[src/rtl/lwram_pkg.sv]
// rtl/lwram_pkg.sv - shared FSM state, byte-enable encoding and byte-merge helper for lwram_ctrl
package lwram_pkg;

  typedef enum logic [1:0] {
    IDLE    = 2'd0,
    WR_BUSY = 2'd1,
    RD_BUSY = 2'd2
  } state_t;

  // MEM_BE[1] enables the upper byte, MEM_BE[0] the lower byte
  localparam logic [1:0] BE_WORD  = 2'b11;
  localparam int         BE_UPPER = 1;
  localparam int         BE_LOWER = 0;

  // DWE_N strobes are active-low per byte, so the enable is their inverse
  function automatic logic [1:0] be_from_dwe(input logic [1:0] dwe_n);
    return ~dwe_n;
  endfunction

  function automatic logic [15:0] merge_bytes(input logic [15:0] old_data,
                                              input logic [15:0] new_data,
                                              input logic [1:0]  be);
    logic [15:0] res;
    res[15:8] = be[BE_UPPER] ? new_data[15:8] : old_data[15:8];
    res[7:0]  = be[BE_LOWER] ? new_data[7:0]  : old_data[7:0];
    return res;
  endfunction

endpackage

[src/rtl/lwram_ctrl.sv]
// rtl/lwram_ctrl.sv - LWRAM bridge with a posted write buffer and a one-word read buffer
module lwram_ctrl
  import lwram_pkg::*;
#(
  parameter int ADDR_W = 19
) (
  input  logic              CLK,
  input  logic              RST_N,
  input  logic [ADDR_W:1]   A,
  input  logic [15:0]       DI,
  output logic [15:0]       DO,
  input  logic              DCE_N,
  input  logic              DOE_N,
  input  logic [1:0]        DWE_N,
  output logic              DWAIT_N,
  output logic              MEM_REQ,
  output logic              MEM_WR,
  output logic [ADDR_W-1:0] MEM_ADDR,
  output logic [1:0]        MEM_BE,
  output logic [15:0]       MEM_WDATA,
  input  logic [15:0]       MEM_RDATA,
  input  logic              MEM_RDY
);

  state_t state, state_nx;

  logic              doe_n_d;
  logic              dwe_n_d;
  logic              rd_start;
  logic              wr_start;
  logic              rb_hit;
  logic              mem_done;
  logic              stall_eff;
  logic              pend_eff;

  logic              rb_valid;
  logic [ADDR_W-1:0] rb_addr;
  logic [15:0]       rb_data;
  logic              rd_pend;
  logic              wr_stall;

  logic              cap_wr;
  logic              iss_rd;
  logic              ld_hit;
  logic              rd_done;
  logic              mem_req_nx;
  logic              dwait_n_nx;
  logic              rd_pend_nx;
  logic              wr_stall_nx;

  assign rd_start = !DOE_N && doe_n_d && !DCE_N;
  assign wr_start = !(&DWE_N) && dwe_n_d && !DCE_N;
  assign rb_hit   = rb_valid && (rb_addr == A);
  assign mem_done = MEM_REQ && MEM_RDY;

  // A start landing on the completion cycle is served as if it had already been queued
  assign stall_eff = wr_stall || wr_start;
  assign pend_eff  = rd_pend || (rd_start && !wr_start);

  always_ff @(posedge CLK) begin
    if (!RST_N) state <= IDLE;
    else        state <= state_nx;
  end

  always_comb begin
    state_nx = state;
    case (state)
      IDLE: begin
        if (wr_start)                 state_nx = WR_BUSY;
        else if (rd_start && !rb_hit) state_nx = RD_BUSY;
      end
      WR_BUSY: begin
        if (mem_done) begin
          if (stall_eff)     state_nx = WR_BUSY;
          else if (pend_eff) state_nx = rb_hit ? IDLE : RD_BUSY;
          else               state_nx = IDLE;
        end
      end
      RD_BUSY: begin
        if (mem_done) state_nx = IDLE;
      end
      default: state_nx = IDLE;
    endcase
  end

  // MEM_REQ always drops for one cycle after MEM_RDY; a busy state with MEM_REQ low re-raises it
  always_comb begin
    cap_wr      = 1'b0;
    iss_rd      = 1'b0;
    ld_hit      = 1'b0;
    rd_done     = 1'b0;
    mem_req_nx  = MEM_REQ;
    dwait_n_nx  = DWAIT_N;
    rd_pend_nx  = rd_pend;
    wr_stall_nx = wr_stall;
    case (state)
      IDLE: begin
        if (wr_start) begin
          cap_wr     = 1'b1;
          mem_req_nx = 1'b1;
        end else if (rd_start) begin
          if (rb_hit) begin
            ld_hit = 1'b1;
          end else begin
            iss_rd     = 1'b1;
            mem_req_nx = 1'b1;
            dwait_n_nx = 1'b0;
          end
        end
      end
      WR_BUSY: begin
        if (mem_done) begin
          mem_req_nx = 1'b0;
          if (stall_eff) begin
            cap_wr      = 1'b1;
            wr_stall_nx = 1'b0;
            dwait_n_nx  = !rd_pend;
          end else if (pend_eff) begin
            rd_pend_nx = 1'b0;
            if (rb_hit) begin
              ld_hit     = 1'b1;
              dwait_n_nx = 1'b1;
            end else begin
              iss_rd     = 1'b1;
              dwait_n_nx = 1'b0;
            end
          end
        end else begin
          if (!MEM_REQ) mem_req_nx = 1'b1;
          if (wr_start) begin
            wr_stall_nx = 1'b1;
            dwait_n_nx  = 1'b0;
          end else if (rd_start) begin
            rd_pend_nx = 1'b1;
            dwait_n_nx = 1'b0;
          end
        end
      end
      RD_BUSY: begin
        if (mem_done) begin
          rd_done    = 1'b1;
          mem_req_nx = 1'b0;
          dwait_n_nx = 1'b1;
        end else if (!MEM_REQ) begin
          mem_req_nx = 1'b1;
        end
      end
      default: ;
    endcase
  end

  always_ff @(posedge CLK) begin
    if (!RST_N) begin
      doe_n_d   <= 1'b1;
      dwe_n_d   <= 1'b1;
      MEM_REQ   <= 1'b0;
      MEM_WR    <= 1'b0;
      MEM_ADDR  <= '0;
      MEM_BE    <= '0;
      MEM_WDATA <= '0;
      DWAIT_N   <= 1'b1;
      DO        <= '0;
      rb_valid  <= 1'b0;
      rb_addr   <= '0;
      rb_data   <= '0;
      rd_pend   <= 1'b0;
      wr_stall  <= 1'b0;
    end else begin
      doe_n_d  <= DOE_N;
      dwe_n_d  <= &DWE_N;
      MEM_REQ  <= mem_req_nx;
      DWAIT_N  <= dwait_n_nx;
      rd_pend  <= rd_pend_nx;
      wr_stall <= wr_stall_nx;
      if (cap_wr) begin
        MEM_ADDR  <= A;
        MEM_BE    <= be_from_dwe(DWE_N);
        MEM_WDATA <= DI;
        MEM_WR    <= 1'b1;
        // Keep the read buffer coherent with the write that is about to be posted
        if (rb_hit) rb_data <= merge_bytes(rb_data, DI, be_from_dwe(DWE_N));
      end
      if (iss_rd) begin
        MEM_ADDR <= A;
        MEM_BE   <= BE_WORD;
        MEM_WR   <= 1'b0;
      end
      if (ld_hit) DO <= rb_data;
      if (rd_done) begin
        DO       <= MEM_RDATA;
        rb_valid <= 1'b1;
        rb_addr  <= MEM_ADDR;
        rb_data  <= MEM_RDATA;
      end
    end
  end

endmodule

[config.mk]
export PLATFORM = sky130hd
export DESIGN_NAME = lwram_ctrl
export DESIGN_NICKNAME = d
export VERILOG_FILES = /design/src/rtl/lwram_pkg.sv /design/src/rtl/lwram_ctrl.sv
export SDC_FILE = /design/constraint.sdc
export NUM_CORES = 1
export LEC_CHECK = 0
export CORE_UTILIZATION = 44
export DETAILED_ROUTE_END_ITERATION = 8
export GPL_TIMING_DRIVEN = 0
export PLACE_DENSITY = 0.88
export RECOVER_POWER = 50
export SYNTH_ARGS = -nofsm -noshare
export SYNTH_HDL_FRONTEND = slang
export SYNTH_SLANG_ARGS = --single-unit
[constraint.sdc]
create_clock -name CLK -period 1.9 [get_ports CLK]
set_input_delay 0.19 -clock CLK [delete_from_list [all_inputs] [get_ports CLK]]
set_output_delay 0.19 -clock CLK [all_outputs]
set_load 0.02 [all_outputs]
==> results.md <==
Outcome:
- The flow ran to the end, but the final reports show violations.
- The checks that failed: negative setup slack.

Placement:
- The post-placement worst setup slack is -0.5909 ns.
- The estimated wirelength of the detail-placed design is 8.723 mm.
- The congestion estimate from routability-driven global placement came to 0.9095.
- The count of buffers from port buffering is 113.

Global routing:
- The first-pass GRT wire length is 19.72 mm.
- The total global routing overflow is 0.
- The via count of the first global-routing pass is 4,174.
- The number of antenna violations at the first check in global routing was 1.
- Global routing used 25.02% of the available tracks across all layers.
- The largest net degree at the start of global routing is 19.

Clock network:
- The CTS H-tree depth is 3.
- CTS saw 98 sinks.
- For the worst-skew pair, the clock arrives at the later sink with an insertion delay of 0.38 ns.
- The clock passes through at most 2 buffers.
- The clock-pin slew on the worst setup and hold paths is 0.09 ns.
- The count of hold-fix buffers inserted at cts is 0.
- Buffers inserted during clock tree synthesis total 9.
- The root buffer cell chosen for the clock tree is clkbuf_8.
- The clock tree from TritonCTS is built.

Power and ir drop:
- Cell internal power was estimated by the tool at 3278 uW.
- For this design the static power due to leakage is 0.002655 uW.
- The switching part of the total is 31.38%.
- The worst-case IR drop observed on VDD is 386.0 uV.
- The clock share of power is 27.9%.
- The power share of the sequential group is 47.8%.
- The power density over the cells is 772.5 nW/um^2.
- The relative contribution of combinational cells to total power is 24.3%.
- The analysis attributes to net switching a power of 1499 uW.

Layout:
- The fill cell instance count of the final layout is 746.
- The fraction of final layout cells sized beyond drive strength 1 is 14.70%.
- The layout-stage area growth over the synthesis result is 43.57%.
- Summing all multi-input logic gate instances after layout gives 2301 sq um.
- The share of the core filled with cells is 65.99%.
- The register cell area after layout is 1974 sq um.
- The net count of the finished layout is 684.

Drt:
- Detailed routing placed a total of 6.251 mm of wire on met2.
- For this block, wires on met1 add up to 5.172 mm.
- The number of remaining DRC errors is 0.
- The routed layout has 4,041 vias.
- The count of routing violations after the opening detailed-route iteration is 264.
- The topmost layer with routed signal wires is met4.
- The detailed route wirelength on metal3 is 790 um.
- Dividing the detail-routed via count by the number of cells gives 5.345.
- The number of routed nets with antenna violations is 0.
- Wires add up to 12.60 mm.
- Before antenna repair, the detailed router went through 5 iterations.
- After detailed routing, the average wire length per cell comes to 16.67 um.

Die:
- The site row count is 35.
- The core region area is 9371 sq um.
- Measured along the y axis, the die boundary spans 100.9 um.
- The effective utilization at floorplan is 45.97%.
- During I/O placement, the number of pins put on the boundary was 114.
- The area of the die is 10,190 sq um.
- The die extent in x is 100.9 um.

Logic synthesis:
- The post-synthesis cell area is 4308 sq um.
- By area, the combinational part of the netlist is dominated by simple AND/OR/NAND/NOR gates.
- The number of flops mapped to enable cells by yosys is 0.
- The post-synthesis sequential element count is 98.
- The gate count of the mapped netlist is 476.
- The adder-cell share of the synthesized area is 1.452%.
- The area share of and/or/nand/nor cells after synthesis is 16.18%.
- For this run, asynchronously set or reset flops after synthesis account for 0%.
- The distinct cell type count after synthesis is 47.
- The commonest register cell after synthesis is dfxtp_1.
- The number of warning messages in the yosys log is 0.
- The complex-gate fraction of the synthesized area is 14.75%.
- The mean cell area of the mapped netlist is 9.050 sq um.
- Sequential elements use 45.54% of the synthesized area.
- Multiplexer cells account for 13.94% of the synthesized area.
- The post-synth net total is 539.
- Summing the areas of all xor and xnor instances in the mapped netlist gives 3.863% of the synthesized area.

Critical path:
- The reg2reg setup slack is -0.08 ns.
- The category of cells accounting for the largest share of critical-path delay is simple AND/OR/NAND/NOR gates.
- The signal on the critical path passes through clkdlybuf4s50_1 -> xnor2_2 -> nand4_1 -> nor3_4 -> buf_4 -> nand3_1 -> and3_1 -> a221o_1.
- The largest stage delay on the critical path is 0.53 ns.
- On the critical path, the stage with the largest delay is an instance of clkdlybuf4s50_1.
- The launching element type of the critical path is an input port.
- The number of buffers and inverters on the critical path is 2.
- STA classifies the critical path endpoint as a flop.
- Data on the critical path is required at its endpoint by 2.17 ns.
- The end of the worst register-to-register path is DWAIT_N$_SDFFE_PN1P_.
- Data on the critical path arrives at its endpoint at 2.26 ns.
- For the worst flop-to-flop path, the logic depth is 7.
- The critical register-to-register path startpoint is rb_addr[9]$_SDFFE_PN0P_.
- By startpoint and endpoint, the worst setup path is classified as in2reg.
- Along the worst path, the maximum fanout reaches 5.

Timing:
- The final total negative setup slack is -1.009 ns.
- The final setup violation count is 28.
- The worst pin sits at a relative slew slack of 60.29%.
- Setup repair after global routing could not meet its margin everywhere.
- The worst path in the final design needs a cycle of 1.989 ns, including I/O delays and setup.
- In the finished design, the share of the clock period the worst path needs comes to 104.7%.
- Once routing completed, OpenROAD measured the worst setup slack at -0.08893 ns.
- Derived from the worst setup path, the maximum achievable clock frequency is 0.5028 GHz.
- The slew at the pin with the worst max-slew slack is 0.5957 ns.
- Clock skew on the completed layout was measured at 0.01334 ns.
- The total count of max-transition violations in the final report is 0.
- The final hold violation count came to 0.
- Across all hold checks on the routed design, the worst slack comes to 0.2312 ns.

Worst hold path:
- The startpoint of the lowest-slack hold path is DWE_N[1].
- The hold path depth is 3.
- The type of the tightest min-delay check is in2reg.
- The capture endpoint of the worst hold path is dwe_n_d$_SDFF_PN1_.

Flow run:
- The number of max-cap violations is 0.
[metrics by stage]
step           power (uW)  cell area [sq um]  instances
2_1_floorplan        2905               4310        476
3_3_place_gp         3327               5603        718
4_1_cts              4744               6011        747
6_report             4778               6185        756
5_1_grt              4986               6185        756
3_5_place_dp         3358               5603        718
[cell type report]
type                            count  share of cell area [%]
Timing Repair Buffer              135                   21.75
Clock inverter                      6                  0.9104
Inverter                            5                  0.3439
Clock buffer                       10                   2.225
Sequential cell                    98                   31.92
Antenna cell                        1                 0.04046
Buffer                             29                   2.994
Multi-Input combinational cell    343                   37.20
Tap cell                          129                   2.610
[cell families after synthesis]
| family | after synthesis |
|---|---|
| fa+ha+maj | 5 |
| xor+xnor | 19 |
| flops | 98 |
| mux | 60 |
| buf+inv | 35 |
| simple gates | 160 |
| compound gates | 99 |
[cell usage in the layout (no fill, tap or decap), types with 3 or more instances in the layout]
cell             count
and3_1               4
nand4_1              5
clkbuf_1            13
buf_4               19
buf_12               4
nand2_1            102
mux2i_1             59
o21ai_0             20
inv_1                3
clkbuf_8            10
xnor2_1             11
o21a_1               3
dlygate4sd3_1       46
dfxtp_1             90
buf_6                4
a21oi_1             50
clkbuf_2             8
nor2_1              32
ha_1                 3
nand3_1              4
a311oi_1             8
clkdlybuf4s50_1     66
dfxtp_2              7
xnor2_2              8
[registers in the layout, summed over array words and instances (netlist names)]
signal     cells
rb_data       16
dwe_n_d        1
wr_stall       1
DO            16
MEM_REQ        1
rb_addr       19
MEM_WR         1
MEM_ADDR      19
MEM_BE         2
DWAIT_N        1
rd_pend        1
rb_valid       1
doe_n_d        1
MEM_WDATA     16
state          2
[worst max path at each step]
stage                        startpoint                   endpoint  slack, ns  cells past startpoint
2_1_floorplan      MEM_REQ$_SDFFE_PN0P_        DO[12]$_SDFFE_PN0P_      0.003                      9
3_3_place_gp                       A[2]   MEM_ADDR[9]$_SDFFE_PN0P_      -0.53                      8
5_1_grt        rb_addr[12]$_SDFFE_PN0P_       DWAIT_N$_SDFFE_PN1P_      -0.15                      7
4_1_cts           state[0]$_SDFFE_PN0P_         DO[6]$_SDFFE_PN0P_      -0.02                      9
6_report                          A[10]       DWAIT_N$_SDFFE_PN1P_      -0.09                      8
3_5_place_dp                      A[10]  MEM_ADDR[11]$_SDFFE_PN0P_      -0.59                      8
[power groups by stage]
stage	logic [uW]	clock network (uW)	registers, uW
2_1_floorplan	505	0	2400
3_3_place_gp	1020	0	2310
3_5_place_dp	1040	0	2320
4_1_cts	1110	1350	2280
5_1_grt	1250	1440	2300
6_report	1160	1330	2280
[cells in the mapped netlist, types with 2 or more instances]
master      n  area share [%]
and4_1      2            0.41
dfxtp_1    98              46
nand3_1     4            0.46
o21a_1      3            0.52
mux2i_1    60              14
buf_2       3            0.35
nor2_1     33             2.9
a21oi_1    51             5.9
inv_1       5            0.44
buf_12      2            0.93
and3_1      4            0.58
a31o_2      2            0.41
clkbuf_1   21             1.8
nand2_1   102             8.9
ha_1        5             1.5
a311oi_1    8             1.6
xnor2_1    19             3.9
buf_6       2            0.52
nand4_1     5            0.73
o21ai_0    20             2.3
[timing repair]
item,CTS,global route
buffers inserted,13,8
pin swaps,12,33
gates cloned,0,1
endpoints found under the setup margin,90,76
resized for setup,28,24
[tightest hold or removal path, delay by kind of cell]
family                 cells  cell delay, ns
buffers and inverters      1            0.20
AND/OR/NAND/NOR            2            0.17
[per-layer routing]
layer / track usage (%) / vias up
met4: 10.93 / 0
met1: 29.85 / 1915
met2: 43.62 / 164
li1: - / 1926
met3: 4.924 / 36
met5: 0 / -
No activity file was read; power rests on OpenSTA's default activity.
